`config.mk`:
```
export PLATFORM = sky130hd
export DESIGN_NAME = bridge_req_arbiter
export DESIGN_NICKNAME = d
export VERILOG_FILES = /design/src/rtl/bridge_arb_pkg.sv /design/src/rtl/bridge_id_fifo.sv /design/src/rtl/bridge_req_arbiter.sv
export SDC_FILE = /design/constraint.sdc
export NUM_CORES = 1
export LEC_CHECK = 0
export CAP_MARGIN = 20
export CORE_MARGIN = 3
export CORE_UTILIZATION = 47
export DETAILED_ROUTE_END_ITERATION = 10
export GPL_TIMING_DRIVEN = 0
export PLACE_DENSITY = 0.76
export SLEW_MARGIN = 20
export SYNTH_ARGS = -nofsm -noshare
export SYNTH_HDL_FRONTEND = slang
export SYNTH_HIERARCHICAL = 1
export SYNTH_SLANG_ARGS = --single-unit
```
`constraint.sdc`:
```
create_clock -name clk -period 3.3 [get_ports clk]
set_clock_uncertainty 0.2 [all_clocks]
set_input_delay 0.33 -clock clk [delete_from_list [all_inputs] [get_ports clk]]
set_output_delay 0.33 -clock clk [all_outputs]
set_load 0.005 [all_outputs]
```
`src/rtl/bridge_arb_pkg.sv`:
```
`default_nettype none
//==============================================================================
// Module      : bridge_arb_pkg
// Description : Shared types and helpers for the bridge request arbiter.
//               Provides the requester-ID type, the request/response FSM
//               state encodings, and the round-robin pick function.
// Revision    : 1.0 - initial release
//==============================================================================
`ifndef MERGED_REQUEST_WIDTH
`define MERGED_REQUEST_WIDTH 8
`endif

package bridge_arb_pkg;

    // Upper bound on requesters; the ID type is sized for it so one package
    // serves every legal N_REQ (2..8).
    localparam int c_MAX_REQ  = 8;
    localparam int c_MAX_ID_W = 3;

    typedef logic [c_MAX_ID_W-1:0] req_id_t;

    typedef enum logic [0:0] {
        R_IDLE = 1'b0,
        R_SEND = 1'b1
    } req_state_t;

    typedef enum logic [0:0] {
        S_IDLE = 1'b0,
        S_HOLD = 1'b1
    } resp_state_t;

    // One-hot grant: first set bit of req_vec at or above ptr, wrapping at n.
    // The loop walks from the farthest candidate to the nearest so the last
    // hit (nearest to ptr) wins.
    function automatic logic [c_MAX_REQ-1:0] rr_pick(
        input logic [c_MAX_REQ-1:0] req_vec,
        input req_id_t              ptr,
        input int                   n
    );
        logic [c_MAX_REQ-1:0] grant;
        int                   idx;
        grant = '0;
        for (int k = c_MAX_REQ - 1; k >= 0; k--) begin
            if (k < n) begin
                idx = (int'(ptr) + k) % n;
                if (req_vec[idx[2:0]]) begin
                    grant = 8'b1 << idx[2:0];
                end
            end
        end
        return grant;
    endfunction

endpackage
`default_nettype wire

```
`src/rtl/bridge_id_fifo.sv`:
```
`default_nettype none
//==============================================================================
// Module      : bridge_id_fifo
// Description : Outstanding-ID FIFO. Records which requester owns each
//               request in flight so responses can be routed back in order.
// Ports       : clk, res_n (sync active-low), push/push_id, pop/head_id,
//               full, empty.
// Revision    : 1.0 - initial release
//==============================================================================
module bridge_id_fifo #(
    parameter int DEPTH = 4,   // power of two
    parameter int WIDTH = 2
) (
    input  logic             clk,
    input  logic             res_n,
    input  logic             push,
    input  logic [WIDTH-1:0] push_id,
    input  logic             pop,
    output logic [WIDTH-1:0] head_id,
    output logic             full,
    output logic             empty
);

    localparam int c_PTR_W = $clog2(DEPTH);
    localparam int c_CNT_W = c_PTR_W + 1;

    logic [WIDTH-1:0]   r_mem [DEPTH];
    logic [c_PTR_W-1:0] r_wr_ptr;
    logic [c_PTR_W-1:0] r_rd_ptr;
    logic [c_CNT_W-1:0] r_count;

    // Pointers wrap naturally because DEPTH is a power of two.
    always_ff @(posedge clk) begin
        if (!res_n) begin
            r_wr_ptr <= '0;
            r_rd_ptr <= '0;
            r_count  <= '0;
        end else begin
            if (push) r_wr_ptr <= r_wr_ptr + 1'b1;
            if (pop)  r_rd_ptr <= r_rd_ptr + 1'b1;
            case ({push, pop})
                2'b10:   r_count <= r_count + 1'b1;
                2'b01:   r_count <= r_count - 1'b1;
                default: r_count <= r_count;
            endcase
        end
    end

    // Storage needs no reset; the pointers define what is valid.
    always_ff @(posedge clk) begin
        if (push) r_mem[r_wr_ptr] <= push_id;
    end

    assign head_id = r_mem[r_rd_ptr];
    assign full    = (r_count == c_CNT_W'(DEPTH));
    assign empty   = (r_count == '0);

endmodule
`default_nettype wire

```
`src/rtl/bridge_req_arbiter.sv`:
```
`default_nettype none
//==============================================================================
// Module      : bridge_req_arbiter
// Description : Shares one flit-buffer bridge-master port among N_REQ local
//               requesters. Round-robin request grant with a registered
//               request toward the buffer; in-order responses routed back
//               via an outstanding-ID FIFO.
// Ports       : clk, res_n (sync active-low)
//               req_avail/req_taken/req_data         - requester side
//               data_from_bridge_*/merged_request_bridge_to_buffer - to buffer
//               data_to_bridge_*/merged_request_buffer_to_bridge   - from buffer
//               resp_avail/resp_taken/resp_data      - response to requesters
//               err_orphan                           - sticky orphan response
// Revision    : 1.0 - initial release
//==============================================================================
`ifndef MERGED_REQUEST_WIDTH
`define MERGED_REQUEST_WIDTH 8
`endif

module bridge_req_arbiter
    import bridge_arb_pkg::*;
#(
    parameter int N_REQ     = 4,
    parameter int REQ_W     = `MERGED_REQUEST_WIDTH,
    parameter int MAX_OUTST = 4
) (
    input  logic               clk,
    input  logic               res_n,
    input  logic [N_REQ-1:0]   req_avail,
    output logic [N_REQ-1:0]   req_taken,
    input  logic [N_REQ*REQ_W-1:0] req_data,
    output logic               data_from_bridge_avail,
    input  logic               data_from_bridge_taken,
    output logic [REQ_W-1:0]   merged_request_bridge_to_buffer,
    input  logic               data_to_bridge_avail,
    output logic               data_to_bridge_taken,
    input  logic [REQ_W-1:0]   merged_request_buffer_to_bridge,
    output logic [N_REQ-1:0]   resp_avail,
    input  logic [N_REQ-1:0]   resp_taken,
    output logic [REQ_W-1:0]   resp_data,
    output logic               err_orphan
);

    localparam int ID_W = $clog2(N_REQ);

    req_state_t          r_req_state, w_req_state_nxt;
    resp_state_t         r_resp_state, w_resp_state_nxt;
    logic [ID_W-1:0]     r_rr_ptr, r_grant_id, r_resp_id;
    logic [ID_W-1:0]     w_grant_id, w_head_id;
    logic [REQ_W-1:0]    r_req_data, r_resp_data;
    logic                r_err_orphan;
    logic [c_MAX_REQ-1:0] w_req_ext, w_pick;
    req_id_t             w_ptr_ext;
    logic [N_REQ-1:0]    w_grant_vec, w_resp_onehot;
    logic                w_grant_fire, w_resp_fire, w_pop, w_orphan;
    logic                w_fifo_full, w_fifo_empty;

    // Round-robin pick on zero-extended vectors, then encode to an index.
    always_comb begin
        w_req_ext               = '0;
        w_req_ext[N_REQ-1:0]    = req_avail;
        w_ptr_ext               = '0;
        w_ptr_ext[ID_W-1:0]     = r_rr_ptr;
        w_pick                  = rr_pick(w_req_ext, w_ptr_ext, N_REQ);
        w_grant_vec             = w_pick[N_REQ-1:0];
        w_grant_id              = '0;
        for (int i = 0; i < c_MAX_REQ; i++) begin
            if (w_pick[i]) w_grant_id = ID_W'(i);
        end
    end

    //--------------------------------------------------------------------------
    // Request FSM. Full check uses the registered FIFO count, so a pop in the
    // same cycle does not open a grant. Pulses are suppressed during reset.
    //--------------------------------------------------------------------------
    always_comb begin
        w_req_state_nxt = r_req_state;
        w_grant_fire    = 1'b0;
        req_taken       = '0;
        case (r_req_state)
            R_IDLE: begin
                if (res_n && (|req_avail) && !w_fifo_full) begin
                    w_grant_fire    = 1'b1;
                    req_taken       = w_grant_vec;
                    w_req_state_nxt = R_SEND;
                end
            end
            R_SEND: begin
                if (data_from_bridge_taken) w_req_state_nxt = R_IDLE;
            end
            default: w_req_state_nxt = R_IDLE;
        endcase
    end

    always_ff @(posedge clk) begin
        if (!res_n) begin
            r_req_state <= R_IDLE;
            r_rr_ptr    <= '0;
            r_grant_id  <= '0;
            r_req_data  <= '0;
        end else begin
            r_req_state <= w_req_state_nxt;
            if (w_grant_fire) begin
                r_grant_id <= w_grant_id;
                r_req_data <= req_data[int'(w_grant_id)*REQ_W +: REQ_W];
            end
            // Pointer moves past the winner only once the buffer accepts.
            if ((r_req_state == R_SEND) && data_from_bridge_taken) begin
                r_rr_ptr <= (r_grant_id == ID_W'(N_REQ - 1)) ? '0 : r_grant_id + 1'b1;
            end
        end
    end

    assign data_from_bridge_avail          = (r_req_state == R_SEND);
    assign merged_request_bridge_to_buffer = r_req_data;

    //--------------------------------------------------------------------------
    // Response FSM. A response with no outstanding ID is left in the buffer
    // and flagged; it is never consumed.
    //--------------------------------------------------------------------------
    assign w_resp_onehot = {{(N_REQ-1){1'b0}}, 1'b1} << r_resp_id;

    always_comb begin
        w_resp_state_nxt     = r_resp_state;
        data_to_bridge_taken = 1'b0;
        w_resp_fire          = 1'b0;
        w_orphan             = 1'b0;
        w_pop                = 1'b0;
        resp_avail           = '0;
        case (r_resp_state)
            S_IDLE: begin
                if (res_n && data_to_bridge_avail) begin
                    if (!w_fifo_empty) begin
                        w_resp_fire          = 1'b1;
                        data_to_bridge_taken = 1'b1;
                        w_resp_state_nxt     = S_HOLD;
                    end else begin
                        w_orphan = 1'b1;
                    end
                end
            end
            S_HOLD: begin
                resp_avail = w_resp_onehot;
                // Only the owning requester can retire the response.
                if (resp_taken[r_resp_id]) begin
                    w_pop            = 1'b1;
                    w_resp_state_nxt = S_IDLE;
                end
            end
            default: w_resp_state_nxt = S_IDLE;
        endcase
    end

    always_ff @(posedge clk) begin
        if (!res_n) begin
            r_resp_state <= S_IDLE;
            r_resp_id    <= '0;
            r_resp_data  <= '0;
            r_err_orphan <= 1'b0;
        end else begin
            r_resp_state <= w_resp_state_nxt;
            if (w_resp_fire) begin
                r_resp_id   <= w_head_id;
                r_resp_data <= merged_request_buffer_to_bridge;
            end
            if (w_orphan) r_err_orphan <= 1'b1;
        end
    end

    assign resp_data  = r_resp_data;
    assign err_orphan = r_err_orphan;

    bridge_id_fifo #(
        .DEPTH (MAX_OUTST),
        .WIDTH (ID_W)
    ) u_id_fifo (
        .clk     (clk),
        .res_n   (res_n),
        .push    (w_grant_fire),
        .push_id (w_grant_id),
        .pop     (w_pop),
        .head_id (w_head_id),
        .full    (w_fifo_full),
        .empty   (w_fifo_empty)
    );

endmodule
`default_nettype wire

```
* Word-level counts from Yosys, hierarchy flattened
Memories as Yosys holds them, arrays and structs flattened. A register that Yosys moved wholly into a read port is not among the register bits. Index checks and enable logic that the tools add are counted.
Cells by class: add/sub/neg operators 8, $mul 0, divide/modulo/power cells 0, magnitude comparators 5, equality and inequality tests 4, shifts and indexed selects 6, muxes and demuxes 42, bitwise gates (word level) 5, reduce and logical (&&, ||, !) cells 12
Operators by type and width (count):
- two-way mux 8 bit | 4
- indexed part select 32 x 6 -> 8 bit | 1
- left shift 1 x 3 -> 8 bit (first input constant) | 3
- two-way mux 1 bit | 20
- two-way mux 2 bit | 7
- less-than comparator 3 x 4 -> 1 bit (second input constant) | 3
- two-way mux 4 bit | 3
- binary-select mux 1 bit (select 3 bit) | 3
- adder 2 x 1 -> 2 bit (second input constant) | 4
- left shift 1 x 2 -> 8 bit (first input constant) | 1
- case mux 3 bit (2 select lines) | 1
- OR reduction 2 bit | 3
- adder 2 bit (second input constant) | 2
- binary-select mux 1 bit (select 2 bit) | 2
- == test 2 bit (second input constant) | 2
- logical AND 1 bit | 4
- less-than comparator 2 x 4 -> 1 bit (second input constant) | 1
- case mux 1 bit (2 select lines) | 2
- OR reduction 4 bit | 1
- left shift 1 x 2 -> 4 bit (first input constant) | 1
- adder 3 x 1 -> 3 bit (second input constant) | 1
- bitwise AND 1 bit (first input constant) | 3
- == test 3 bit (second input constant) | 1
- logical NOT 3 bit | 1
- 6 further kinds | 8
Word-level totals: register bits 30, bits in latches 0, bits in writable memories 8, bits in read-only memories 0, bits of input ports 52, output and inout port bits 27, logic and storage cells 93, memories kept 1
Memory list:
- u_id_fifo.r_mem | words 4, bits a word 2, read ports 1, clocked after memory_dff 1, wr ports 1, RTL line bridge_id_fifo.sv:27 | logic [WIDTH-1:0] r_mem [DEPTH];

* Depth between registers and ports, before layout
Gate-level depths: netlist of run 1.
word-level depth 17, mapped depth 13, mapped depth without buffers 12

* Cells and area by module
The synthesis of run 1 kept the hierarchy.
Modules (own cells, without submodules):
- bridge_req_arbiter | instances 1, cells an instance 205, area an instance 1875.5 sq um, sequential area each 500.5 sq um
- bridge_id_fifo | instances 1, cells an instance 56, area an instance 735.7 sq um, sequential area each 420.4 sq um

* Least setup slack after synthesis of run 1
Ideal clock, no wire load.
kind in2reg, start in req_avail[2], end reg u_id_fifo.r_count[2], library setup time 0.070 ns, arrival time 2.598 ns, data required time 3.030 ns, path slack 0.432 ns, cell stages on the path 11, path buffers 1, cells stage by stage or4_1 > nand3_1 > inv_1 > clkbuf_1 > inv_1 > ha_1 > inv_1 > fa_1 > xor2_1 > or3_1 > a21boi_1
On the way: cells in the longest elaborated chain, start to end 7, elaborated cells between the ends (all ways) 9, classes of those cells 2 x eq/ne; 3 x mux; 4 x reduce/logical
Ends and longest elaborated chain:
- start: declaration | RTL line bridge_req_arbiter.sv:29 | input logic [N_REQ-1:0] req_avail,
- OR reduction 4 bit * | RTL line bridge_req_arbiter.sv:82 | if (res_n && (|req_avail) && !w_fifo_full) begin
- logical AND 1 bit * (2 in series) | RTL line bridge_req_arbiter.sv:82
- two-way mux 1 bit * | RTL line bridge_req_arbiter.sv:82
- two-way mux 1 bit * | RTL line bridge_req_arbiter.sv:80 | case (r_req_state)
- via w_grant_fire | RTL line bridge_req_arbiter.sv:55 | logic w_grant_fire, w_resp_fire, w_pop, w_orphan;
- == test 2 x 1 -> 1 bit / == test 2 bit (equally long branches) | RTL line bridge_id_fifo.sv:41 | case ({push, pop})
- case mux 3 bit (2 select lines) / nonzero test 2 bit (equally long branches)
- end signal: assignment | RTL line bridge_id_fifo.sv:42 | 2'b10: r_count <= r_count + 1'b1;
- end signal: assignment | RTL line bridge_id_fifo.sv:43 | 2'b01: r_count <= r_count - 1'b1;
- end signal: assignment | RTL line bridge_id_fifo.sv:44 | default: r_count <= r_count;
- end: declaration | RTL line bridge_id_fifo.sv:30 | logic [c_CNT_W-1:0] r_count;
The timed path passes the listed nets; every way through them passes the cells marked *. A chain may end at the register's enable or synchronous reset.

* Worst setup path after layout of run 1
start reg r_rr_ptr[1], end out req_taken[2]
On the way: cells in the longest elaborated chain, start to end 11, elaborated cells between the ends (all ways) 27, classes of those cells 3 x add/sub; 4 x shift; 14 x mux; 3 x bitwise; 3 x reduce/logical
Ends and longest elaborated chain:
- start: declaration | RTL line bridge_req_arbiter.sv:48 | logic [ID_W-1:0] r_rr_ptr, r_grant_id, r_resp_id;
- start signal: assignment | RTL line bridge_req_arbiter.sv:109 | r_rr_ptr <= (r_grant_id == ID_W'(N_REQ - 1)) ? '0 : r_grant_id + 1'b1;
- adder 2 bit | RTL line bridge_arb_pkg.sv:45 | idx = (int'(ptr) + k) % n;
- OR reduction 2 bit (no source line)
- bitwise AND 1 bit (no source line)
- binary-select mux 1 bit (select 3 bit) | RTL line bridge_arb_pkg.sv:46 | if (req_vec[idx[2:0]]) begin
- two-way mux 1 bit (implied by the code) | RTL line bridge_arb_pkg.sv:46
- two-way mux 8 bit (3 in series) | RTL line bridge_arb_pkg.sv:46
- two-way mux 8 bit * | RTL line bridge_arb_pkg.sv:46
- two-way mux 4 bit * | RTL line bridge_req_arbiter.sv:82
- two-way mux 4 bit * | RTL line bridge_req_arbiter.sv:80
- end: declaration | RTL line bridge_req_arbiter.sv:30 | output logic [N_REQ-1:0] req_taken,
Mark *: on every way between the ends. The rest lies on a longest branch, timed or not. The select of a mux whose other input is x is not followed.

==> results.txt, run 1 <==
The run finished with clean final reports. The endpoint identified for the worst register-to-register timing path is r_grant_id[0]. The number of levels in the clock H-tree is 2. The number of buffers and inverters on the critical path came out at 4. During synthesis, Yosys emitted a total of 6 warnings. The final setup violation count came out at 0. The worst hold path begins at resp_data[0]. The mean instance size in the synthesized netlist is approximately 10 sq um. The detailed-route via count came out at 2335. Net switching is 32.96% of the power. Once the floorplan was initialized, standard cells occupied approximately 50% of the core. The ratio of routed vias to standard cells came out at ~5.5. Counting cells, the worst reg-to-reg path comes to 11. For the worst setup path, the data required time is 2.77 ns. The logic gate share of total power came out at between 40% and 50%. The finished layout holds ~430 standard cells, fillers aside.

The share of the clock period used by the worst path is 97.74%. The sum of net half-perimeters after detailed placement is a little under 5 mm. The finished layout cell area came out at 0.003755 sq mm.

The number of primary I/O pins is 79. The internal reg-to-reg setup slack came out at 0.45 ns. The commonest register cell after synthesis is dfxtp_1. Of all nets on the critical path, the largest fanout is 8. Grouping stages by cell kind, the critical path spends the most delay in buffers and inverters. The via count of the first global-routing pass came out at between 2000 and 2500. After detailed routing, the average wire length per cell comes to 15.79 um. The count of buffers inserted at the top-level ports came out at 78. The tool flagged a number of max-cap violations equal to 0.

Counting every sink on the clock net gives 42. The root buffer cell is clkbuf_8. The max-slew violation count came to 0.

The peak ir drop on the vdd network is 0.0002649 V. The power per cell area came out at 461.4 mW/mm^2. The maximum number of buffers from clock root to sink came out at 2.

TritonCTS built the clock tree. The number of antenna diodes came out at 0. The setup TNS came out at 0 ns. For this design, the CTS-stage hold fixing added 0 buffers.

The number of CTS-inserted buffers came out at 5. The critical path starts at r_rr_ptr[1]. The number of instances in the synthesized netlist is 261. The critical path goes through clkbuf_8 > inv_2 > ha_4 > mux4_2 > buf_4 > nand3b_4 > a211o_4 > nor2_2 > clkdlybuf4s50_1. The antenna violation net count after detailed routing came out at 0. In this run the critical register-to-register path is launched from r_rr_ptr[1]. The core area came out at 0.005238 sq mm.

The insertion delay of the later-clocked pin in the worst-skew pair came out at 0.29 ns. The post-layout minimum cycle time is 3.226 ns. The slew at the pin with the worst max-slew slack came out at 0.5457 ns. For this design, the slowest cell found on the critical path is clkdlybuf4s50_1. dfxtp_1 is the most common cell in the netlist. The worst hold path was traced through 2 stages. The upper clock frequency limit is between 0.3 and 0.4 GHz.

STA classifies the critical path endpoint as a primary output. Counting instances in the post-synthesis netlist gives the leading cell types as dfxtp_1, nand2_1, nand3_1. The number of placed instances, taps included is 409. The first global-routing pass estimated approximately 11 mm of wire. The sum of overflow across all layers after global routing came out at 0.

Setup repair after global routing left no endpoint under its margin. The startpoint kind of the worst setup timing path is a register. The post-synthesis cell area is 0.002611 sq mm.

The biggest cell delay along the critical path is around 0.51 ns. The relative slew slack came out at 63.62%. In this run, synthesis inferred 8 flip-flops with an integrated enable. The number of remaining DRC errors is 0. The internal cell power is 1.162 mW. In this run the biggest area consumer among cell types represents 26.07% of the synthesized area.

The part of the Yosys area used for sequential elements is a little over a third. The global placement routability congestion is 0.8272. The path type of the worst setup path is register to primary output. The number of iterations in the first detailed-routing pass is 4. The placement row count is 26.

Entering global routing, the biggest net connects 19 pins. The relative area change from synthesis to final layout came out at 43.79%. The number of hold-slack violations in the final timing report came to 0.

The tightest min-delay check is of the register to register type. The largest total area in the synthesized netlist belongs to dfxtp_1. Of the cells placed in the final design, the portion with a size suffix greater than 1 is 21.51%. The proportion of power drawn by flip-flops and latches came out at 38.2%. The final layout contains 422 nets. In this run, distinct cell masters in the synthesized netlist total 48. The global routing usage summed across all routing layers came out at 21.16%. The die footprint came out at 0.006486 sq mm.

The x dimension of the die came out at 80.54 um. The worst hold path terminates at resp_data[0]. From bottom edge to top edge, the die measures 80.54 um. The number of DRC violations after detailed-routing iteration 0 came out at 67.

The critical path arrival is between 2 and 3 ns. The register clock-pin slew on the reported worst setup and hold paths is ~0.08 ns. The routed wire length came out at 6.759 mm. The proportion of synthesized flip-flops having asynchronous set or reset is 0%. The cell area after placement came out at 0.003480 sq mm. The reported leakage power is 1.439 nW. The count of state elements after synthesis came out at 42. In the post-synthesis netlist, the biggest area contributors are dfxtp_1, edfxtp_1, mux2_2, mux4_2, ha_1. The net switching power came out at roughly 570 uW. The clock network is responsible for 18.2% of the overall power.

The number of antenna violations at the first check in global routing was 0. The total nets after synthesis is between 300 and 400.
power groups by stage:
stage / clock (mW) / combinational [mW] / sequential [mW]
2_1_floorplan: 0 / 0.409 / 0.664
3_3_place_gp: 0 / 0.662 / 0.669
3_5_place_dp: 0 / 0.676 / 0.669
4_1_cts: 0.321 / 0.721 / 0.663
5_1_grt: 0.336 / 0.824 / 0.672
6_report: 0.315 / 0.755 / 0.662
placed cells by master (no fill, tap or decap), types with 3 or more instances in the layout:
cell type	n
and2_1	12
mux4_2	7
and3_1	3
inv_1	8
a221o_1	8
nor2_1	7
xor2_1	3
a21oi_1	10
edfxtp_1	8
nand2_1	31
clkdlybuf4s50_1	76
o211ai_2	8
a21boi_0	11
nor2b_1	4
clkbuf_1	6
o21ai_0	12
dfxtp_1	32
buf_4	13
nand3_1	17
mux2_2	14
ha_1	11
clkbuf_8	6
state kept, by name, summed over array words and instances (netlist names), 2 cells and up, named ones only:
name                             flops
merged_request_bridge_to_buffer      8
resp_data                            8
u_id_fifo/r_mem                      8
u_id_fifo/r_count                    3
r_grant_id                           2
r_resp_id                            2
r_rr_ptr                             2
u_id_fifo/r_rd_ptr                   2
u_id_fifo/r_wr_ptr                   2
layer usage:
layer / wire length [um] / vias up / global-route usage, %
li1: - / 1140 / -
met1: 2867 / 1104 / 24.98
met2: 3308 / 75 / 36.75
met3: 419 / 16 / 5.157
met4: 164 / 0 / 8.108
met5: 0 / - / 0
worst register-to-register path: cells and delay by family, from the launching register on:
family          cells  cell delay, ns
mux                 1            0.36
flops               1            0.34
compound gates      4            0.85
fa+ha+maj           1            0.28
buf+inv             5            0.72
kinds of logic after synthesis:
family                     synth area share [%]
DFF                                       35.27
xor gates and xnor gates                  1.677
buffers and inverters                     3.881
AOI/OAI and AO/OA                         20.22
adders and majority gates                 6.516
and+or+nand+nor                           19.45
muxes                                     12.98
what timing repair did:
action / CTS / global route
endpoints found under the hold margin: 0 / 0
setup buffers: 6 / 7
pin swaps: 2 / 1
resized for setup: 18 / 8
setup endpoints to repair: 6 / 4
layout make-up:
class | instances | area (sq um)
timing repair buffer | 91 | 892.1
fill | 399 | 1483
sequential | 42 | 925.9
tap | 70 | 87.58
inverter | 11 | 45.04
clock inverter | 2 | 8.758
clock buffer | 6 | 72.57
multi-input combinational | 197 | 1667
buffer | 9 | 56.30
worst max-delay path by stage:
stage	end	cells after the start	slack [ns]
6_report	req_taken[2]	9	0.07
5_1_grt	req_taken[2]	9	0.003
4_1_cts	req_taken[0]	9	0.004
3_5_place_dp	u_id_fifo/r_count[2]	12	-0.38
3_3_place_gp	u_id_fifo/r_count[2]	12	-0.39
2_1_floorplan	u_id_fifo/r_count[2]	11	0.43
stage by stage:
step | hold WS, ns | setup slack (ns) | util (%) | power, mW
3_5_place_dp | 0.2574 | -0.3832 | 66.44 | 1.345
4_1_cts | 0.2684 | 0.004141 | 69.97 | 1.705
3_3_place_gp | 0.2493 | -0.3901 | 66.44 | 1.331
5_1_grt | 0.2909 | 0.002798 | 71.69 | 1.832
6_report | 0.2665 | 0.07443 | 71.69 | 1.733
2_1_floorplan | 0.2410 | 0.4316 | - | 1.073
No activity file was read; power rests on OpenSTA's default activity.
==> run 2, diff against run 1 <==
--- a/config.mk
+++ b/config.mk
@@ -11,6 +11,7 @@
 export DETAILED_ROUTE_END_ITERATION = 10
 export GPL_TIMING_DRIVEN = 0
 export PLACE_DENSITY = 0.76
+export REMOVE_ABC_BUFFERS = 1
 export SLEW_MARGIN = 20
 export SYNTH_ARGS = -nofsm -noshare
 export SYNTH_HDL_FRONTEND = slang
==> results.txt, run 2 (synthesized netlist as in run 1, its figures left out) <==
The slew at the pin with the worst max-slew slack is 0.7071 ns (+0.1613 ns). The number of antenna violations at the first check in global routing was 0 (unchanged). STA classifies the critical path startpoint as an input pin. The met3 demand-to-capacity share in global routing is 7.287% (+2.1 points). The placement row count was 26 (unchanged).

The number of nets in the layout came out at 415 (-1.7%). The effective utilization at floorplan is 49.86% (unchanged). The library cell used most frequently in the layout, excluding fill and tap cells, is clkdlybuf4s50_1.

The via count of the first global-routing pass came to 2288 (-2.3%). The biggest fanout along the worst timing path is 8 (unchanged). The number of remaining DRC errors is 0 (unchanged). The clock group share of total power came to 22.3% (+4.1 points). The number of hold-slack violations in the final timing report is 0 (unchanged). The relative slew slack is 52.86% (-11 points). The layout filler cell count is 403 (+1.0%). The critical path arrival came to 2.74 ns (+0.04 ns).

The antenna violation net count after detailed routing is 0 (unchanged). The global placement routability congestion came to 0.8236 (-0.44%). The sum of net half-perimeters after detailed placement is 4.354 mm (-12%).

The area taken by flip-flops and latches came to 928.4 sq um (+0.27%). met2 is the most crowded layer. The worst hold path stage count came out at 2 (unchanged).

The worst slack after detailed placement is -1.341 ns (-0.9582 ns). The power per cell area came out at 479.9 mW/mm^2 (+4.0%). The maximum number of buffers from clock root to sink is 2 (unchanged). The insertion delay of the later-clocked pin in the worst-skew pair was 0.30 ns (about the same). The core area was 0.005238 sq mm (unchanged). The reported leakage power came out at 1.438 nW (about the same). The register clock-pin slew on the reported worst setup and hold paths came out at 0.08 ns (about the same). Leaving out fill and tap cells, the most frequent cells in the layout are clkdlybuf4s50_1, dfxtp_1, nand2_1, nand3_1, mux2_2. The x dimension of the die came out at 80.54 um (unchanged).

The proportion of power drawn by flip-flops and latches was 36.4% (-1.8 points). The met1 track utilization from global routing is 25.59% (+0.61 points). The number of clock sinks came out at 42 (unchanged). The number of antenna diodes is 0 (unchanged). The final standard cell count with taps included and fillers excluded was 421 (-1.6%). The peak ir drop on the vdd network is 0.0002646 V (-0.12%). From synthesis to final layout, the design area changed by 43.99%. The routed wire length came out at 7.069 mm (+4.6%). The share of cells above drive strength 1 was 19.94% (-1.6 points). The total of max-cap violations is 0 (unchanged). The detailed-route via count was 2364 (+1.2%).

The final core utilization came to 71.79% (+0.095 points). The maximum number of pins on one net before global-route repair came to 36 (+17). The worst setup path is of the input pin to primary output kind.

The die span in y was 80.54 um (unchanged). The number of iterations in the first detailed-routing pass came out at 4 (unchanged). The number of DRC violations after detailed-routing iteration 0 came out at 145 (+120%). The met2 capacity usage during global routing came out at 37.42% (+0.66 points).

The final setup violation count is 0 (unchanged). The depth of the worst register-to-register path came out at 10 (-1). The wire length per cell came out at 16.79 um (+6.3%). The global routing usage summed across all routing layers came out at 21.69% (+0.54 points).

The logic gate share of total power came out at 41.2% (-2.4 points). The ratio of routed vias to standard cells is 5.615 (+2.9%). The setup TNS came out at 0 ns (unchanged).

The number of placed instances, taps included is 398 (-2.7%). The critical path capture point type is a primary output. The final worst slack is 0.03489 ns (-0.03954 ns). TritonCTS built the clock tree. The flow ran to the end, and the final reports show no timing, DRC or antenna violations. The count of buffers inserted at the top-level ports came out at 78 (unchanged). The die footprint came out at 0.006486 sq mm (unchanged). The first-pass GRT wire length is 11.00 mm (+2.9%).

The number of CTS-inserted buffers came to 5 (unchanged). The fraction of power spent switching nets came out at 32.18% (-0.78 points). The number of levels in the clock H-tree came to 2 (unchanged). The max-slew violation count came out at 0 (unchanged). The critical path required time is 2.77 ns (about the same). The path class of the tightest hold or removal check is register to register. The post-layout minimum cycle time was 3.265 ns (+0.03954 ns). The internal cell power is 1.224 mW (+5.4%). The upper clock frequency limit came out at 0.3063 GHz (-1.2%).

The sum of overflow across all layers after global routing was 0 (unchanged). The area used by multi-input combinational logic is 0.001702 sq mm (+2.1%). The net switching power is 580.7 uW (+1.7%). The total power of the final layout is 1.805 mW (+4.2%).

The share of the clock period used by the worst path came to 98.94% (+1.2 points). The number of primary I/O pins came to 79 (unchanged). The root buffer cell is clkbuf_8.
## run 2: cell types whose count changed in the layout (fill, tap and decap cells not counted), moves of 2 or more
cell / before / now
clkbuf_1: 6 / 1
clkdlybuf4s50_1: 76 / 74
dlymetal6s2s_1: 1 / 3
inv_1: 8 / 10
inv_2: 2 / 0
mux4_1: 0 / 2
## run 2: layout make-up
cell class	count	area share, %
clock buffers	6	1.930
clock inverters	2	0.8985
inverters	11	1.198
multi-input cells	199	45.26
flip-flops and latches	42	24.69
well taps	70	2.329
repair buffers	91	23.69
## run 2: per-layer routing
layer,wire (um),vias up
met5,0,-
met4,90,0
met3,636,9
met2,3438,101
met1,2904,1118
li1,-,1136
## run 2: power groups by stage
stage,registers (mW),clock network (mW),logic (mW)
2_1_floorplan,0.669,0,0.386
3_3_place_gp,0.674,0,0.638
3_5_place_dp,0.673,0,0.649
4_1_cts,0.657,0.414,0.705
5_1_grt,0.670,0.433,0.809
6_report,0.658,0.403,0.744
## run 2: repair_timing
item | in CTS | in global routing
setup buffers | 6 | 7
resized for setup | 13 | 8
gates cloned | 1 | 1
endpoints found under the setup margin | 28 | 5
hold buffers | 0 | 0
pin swaps | 1 | 2
## run 2: worst paths after layout
path / endpoint / slack [ns] / from
worst min register to register: resp_data[3] / 0.27 / resp_data[3]
worst max-delay path: req_taken[0] / 0.03 / req_avail[2]
worst min-delay path: resp_data[3] / 0.27 / resp_data[3]
worst max register to register: merged_request_bridge_to_buffer[1] / 0.29 / r_rr_ptr[1]
## run 2: through the flow
stage | area [sq um] | hold WS (ns)
floorplan | 2551 | 0.2409
global placement | 3420 | 0.2471
detailed placement | 3420 | 0.2536
CTS | 3650 | 0.2717
global route | 3760 | 0.2883
finish | 3760 | 0.2654
## run 2: critical path, stage by stage
cell,delay (ns)
clkdlybuf4s50_1,0.53
mux4_2,0.58
buf_4,0.18
nor2b_1,0.14
a221oi_2,0.08
a211o_1,0.24
a21oi_1,0.15
clkdlybuf4s50_1,0.52
==> run 3, diff against run 2 <==
--- a/config.mk
+++ b/config.mk
@@ -6,13 +6,12 @@
 export NUM_CORES = 1
 export LEC_CHECK = 0
 export CAP_MARGIN = 20
-export CORE_MARGIN = 3
+export CORE_MARGIN = 2
 export CORE_UTILIZATION = 47
 export DETAILED_ROUTE_END_ITERATION = 10
 export GPL_TIMING_DRIVEN = 0
 export PLACE_DENSITY = 0.76
 export REMOVE_ABC_BUFFERS = 1
-export SLEW_MARGIN = 20
 export SYNTH_ARGS = -nofsm -noshare
 export SYNTH_HDL_FRONTEND = slang
 export SYNTH_HIERARCHICAL = 1
==> results.txt, run 3 (synthesized netlist as in run 1, its figures left out) <==
The run finished with clean final reports. The number of DRC violations after detailed-routing iteration 0 is 81 (-44%). The final worst slack came out at 0.1085 ns (+0.07359 ns). The number of nets in the layout is 416 (+0.24%). The path category of the worst min-delay check is register to register. Setup repair after global routing left no endpoint under its margin.

Leaving out fill and tap cells, the most frequent cell in the layout is clkdlybuf4s50_1. The number of buffers and inverters on the critical path is 2 (-1). The sum of overflow across all layers after global routing came out at 0 (unchanged). The top cell types in the final layout, fill and taps aside, are clkdlybuf4s50_1, dfxtp_1, nand2_1, nand3_1, buf_4. The total power of the final layout came out at 1.748 mW (-3.1%). The met2 capacity usage during global routing is 37.95% (+0.53 points). The number of primary I/O pins came out at 79 (unchanged). The share of cells above drive strength 1 is 21.31% (+1.4 points). From synthesis to final layout, the design area changed by 42.88%. The most frequent cell on the critical path is clkdlybuf4s50_1.

The ratio of routed vias to standard cells is 5.420 (-3.5%). The number of CTS-inserted buffers came out at 5 (unchanged). The wire length per cell came to 15.28 um (-9.0%).

The insertion delay of the later-clocked pin in the worst-skew pair came out at 0.30 ns (about the same). The upper clock frequency limit came to 0.3133 GHz (+2.3%). The number of antenna diodes is 0 (unchanged). The maximum number of buffers from clock root to sink came out at 2 (unchanged). The die span in y is 78.54 um (-2.5%). The first-pass GRT wire length is 10.72 mm (-2.5%). The met1 track utilization from global routing came out at 26.16% (+0.57 points). The number of iterations in the first detailed-routing pass is 4 (unchanged). The critical path required time was 2.77 ns (about the same). The worst setup path is captured at a primary output. The peak ir drop on the vdd network came out at 0.0002898 V (+9.5%).

The relative slew slack is 56.16% (+3.3 points). The effective utilization at floorplan came out at 48.01% (-1.8 points). The worst hold margin came out at 0.2683 ns (+0.002831 ns).

The slew at the pin with the worst max-slew slack came out at 0.6576 ns (-0.04951 ns). The most crowded layer after global routing is met2. The number of placed instances, taps included came out at 401 (+0.75%). The worst setup path is launched from an input pin.

The worst slack after detailed placement came out at -0.7832 ns (+0.5582 ns). The core area came out at 0.005439 sq mm (+3.8%). The placement row count was 27 (+3.8%). The global routing usage summed across all routing layers came out at 21.90% (+0.21 points). The maximum number of pins on one net before global-route repair is 22 (-39%). In this run the critical register-to-register path is launched from r_rr_ptr[0].

TritonCTS built the clock tree. The number of antenna violations at the first check in global routing is 0 (unchanged). The share of the clock period used by the worst path is 96.71% (-2.2 points). The total of max-cap violations is 0 (unchanged). The power per cell area is 468.4 mW/mm^2 (-2.4%). The critical path in this run is classified as input pin to primary output.

The post-layout minimum cycle time is 3.192 ns (-0.07359 ns). The max-slew violation count was 0 (unchanged). The x dimension of the die came out at 78.54 um (-2.5%). The number of remaining DRC errors was 0 (unchanged). The count of buffers inserted at the top-level ports came out at 78 (unchanged). The detailed-route via count is 2298 (-2.8%). The reported leakage power came to 1.401 nW (-2.6%).

The finished layout cell area came to 0.003731 sq mm (-0.77%). The biggest fanout along the worst timing path is 10 (+2). In this design, the largest share of critical-path delay is due to buffers and inverters.

The antenna violation net count after detailed routing came out at 0 (unchanged). The number of levels in the clock H-tree came out at 2 (unchanged). The cts-stage hold buffer count came to 0 (unchanged). The biggest cell delay along the critical path came to 0.68 ns (+0.10 ns). The global placement routability congestion came out at 0.8297 (+0.74%). The via count of the first global-routing pass came out at 2309 (+0.92%). The most critical setup path has its startpoint at req_avail[3]. The register clock-pin slew on the reported worst setup and hold paths is 0.08 ns (about the same).

The layout filler cell count came out at 418 (+3.7%). The die footprint was 0.006168 sq mm (-4.9%). The critical-path cell with the highest stage delay is mux4_2. The routed wire length was 6.479 mm (-8.3%). The cell area after placement is 0.003437 sq mm (+0.51%). The final setup violation count is 0 (unchanged). The number of hold-slack violations in the final timing report came to 0 (unchanged). The critical path arrival was 2.66 ns (-0.08 ns). The sum of net half-perimeters after detailed placement came out at 4.347 mm (-0.15%).

The final standard cell count with taps included and fillers excluded came out at 424 (+0.71%). The number of clock sinks is 42 (unchanged). The worst hold path begins at err_orphan. Clock tree synthesis selected as its root buffer the cell clkbuf_8. The signal on the critical path passes through clkdlybuf4s50_1 > mux4_2 > nor2b_4 > a211o_4 > nor2_1 > clkdlybuf4s50_1. The met3 demand-to-capacity share in global routing came out at 6.897% (-0.39 points).
## run 3: layer usage
layer	up-vias	wire [um]
met4	0	45
met3	6	476
met5	-	0
li1	1134	-
met1	1072	2786
met2	86	3170
## run 3: cell type report
type | instances | area [sq um] | area share [%]
clock buffers | 5 | 68.82 | 1.844
clock inverters | 3 | 23.77 | 0.6372
inverters | 11 | 45.04 | 1.207
multi-input cells | 197 | 1668 | 44.70
flip-flops and latches | 42 | 928.4 | 24.88
well taps | 72 | 90.09 | 2.414
repair buffers | 94 | 907.1 | 24.31
## run 3: where the power goes
group	total (mW)	leakage (nW)	internal (mW)	switching [mW]
Combinational	0.741	1.01	0.394	0.347
Clock	0.349	0.0408	0.151	0.197
Sequential	0.658	0.353	0.608	0.0502
## run 3: per-stage QoR
| stage | TNS (ns) | utilization, % |
|---|---|---|
| 6_report | 0 | 68.60 |
| 5_1_grt | 0 | 68.60 |
| 4_1_cts | 0 | 67.70 |
| 3_5_place_dp | -5.005 | 63.19 |
| 3_3_place_gp | -18.23 | 62.92 |
| 2_1_floorplan | 0 | - |
## run 3: final timing paths
path                                        end  depth (start not counted)  slack, ns
min                                  err_orphan                          1       0.27
max                                req_taken[2]                          6       0.11
min reg2reg                          err_orphan                          1       0.27
max reg2reg  merged_request_bridge_to_buffer[7]                         10       0.27
## run 3: timing repair
item / 4_1_cts / 5_1_grt
cloned: 0 / 0
gates resized for setup: 15 / 4
pin swaps: 3 / 0
setup endpoints to repair: 17 / 5
setup buffers: 12 / 3
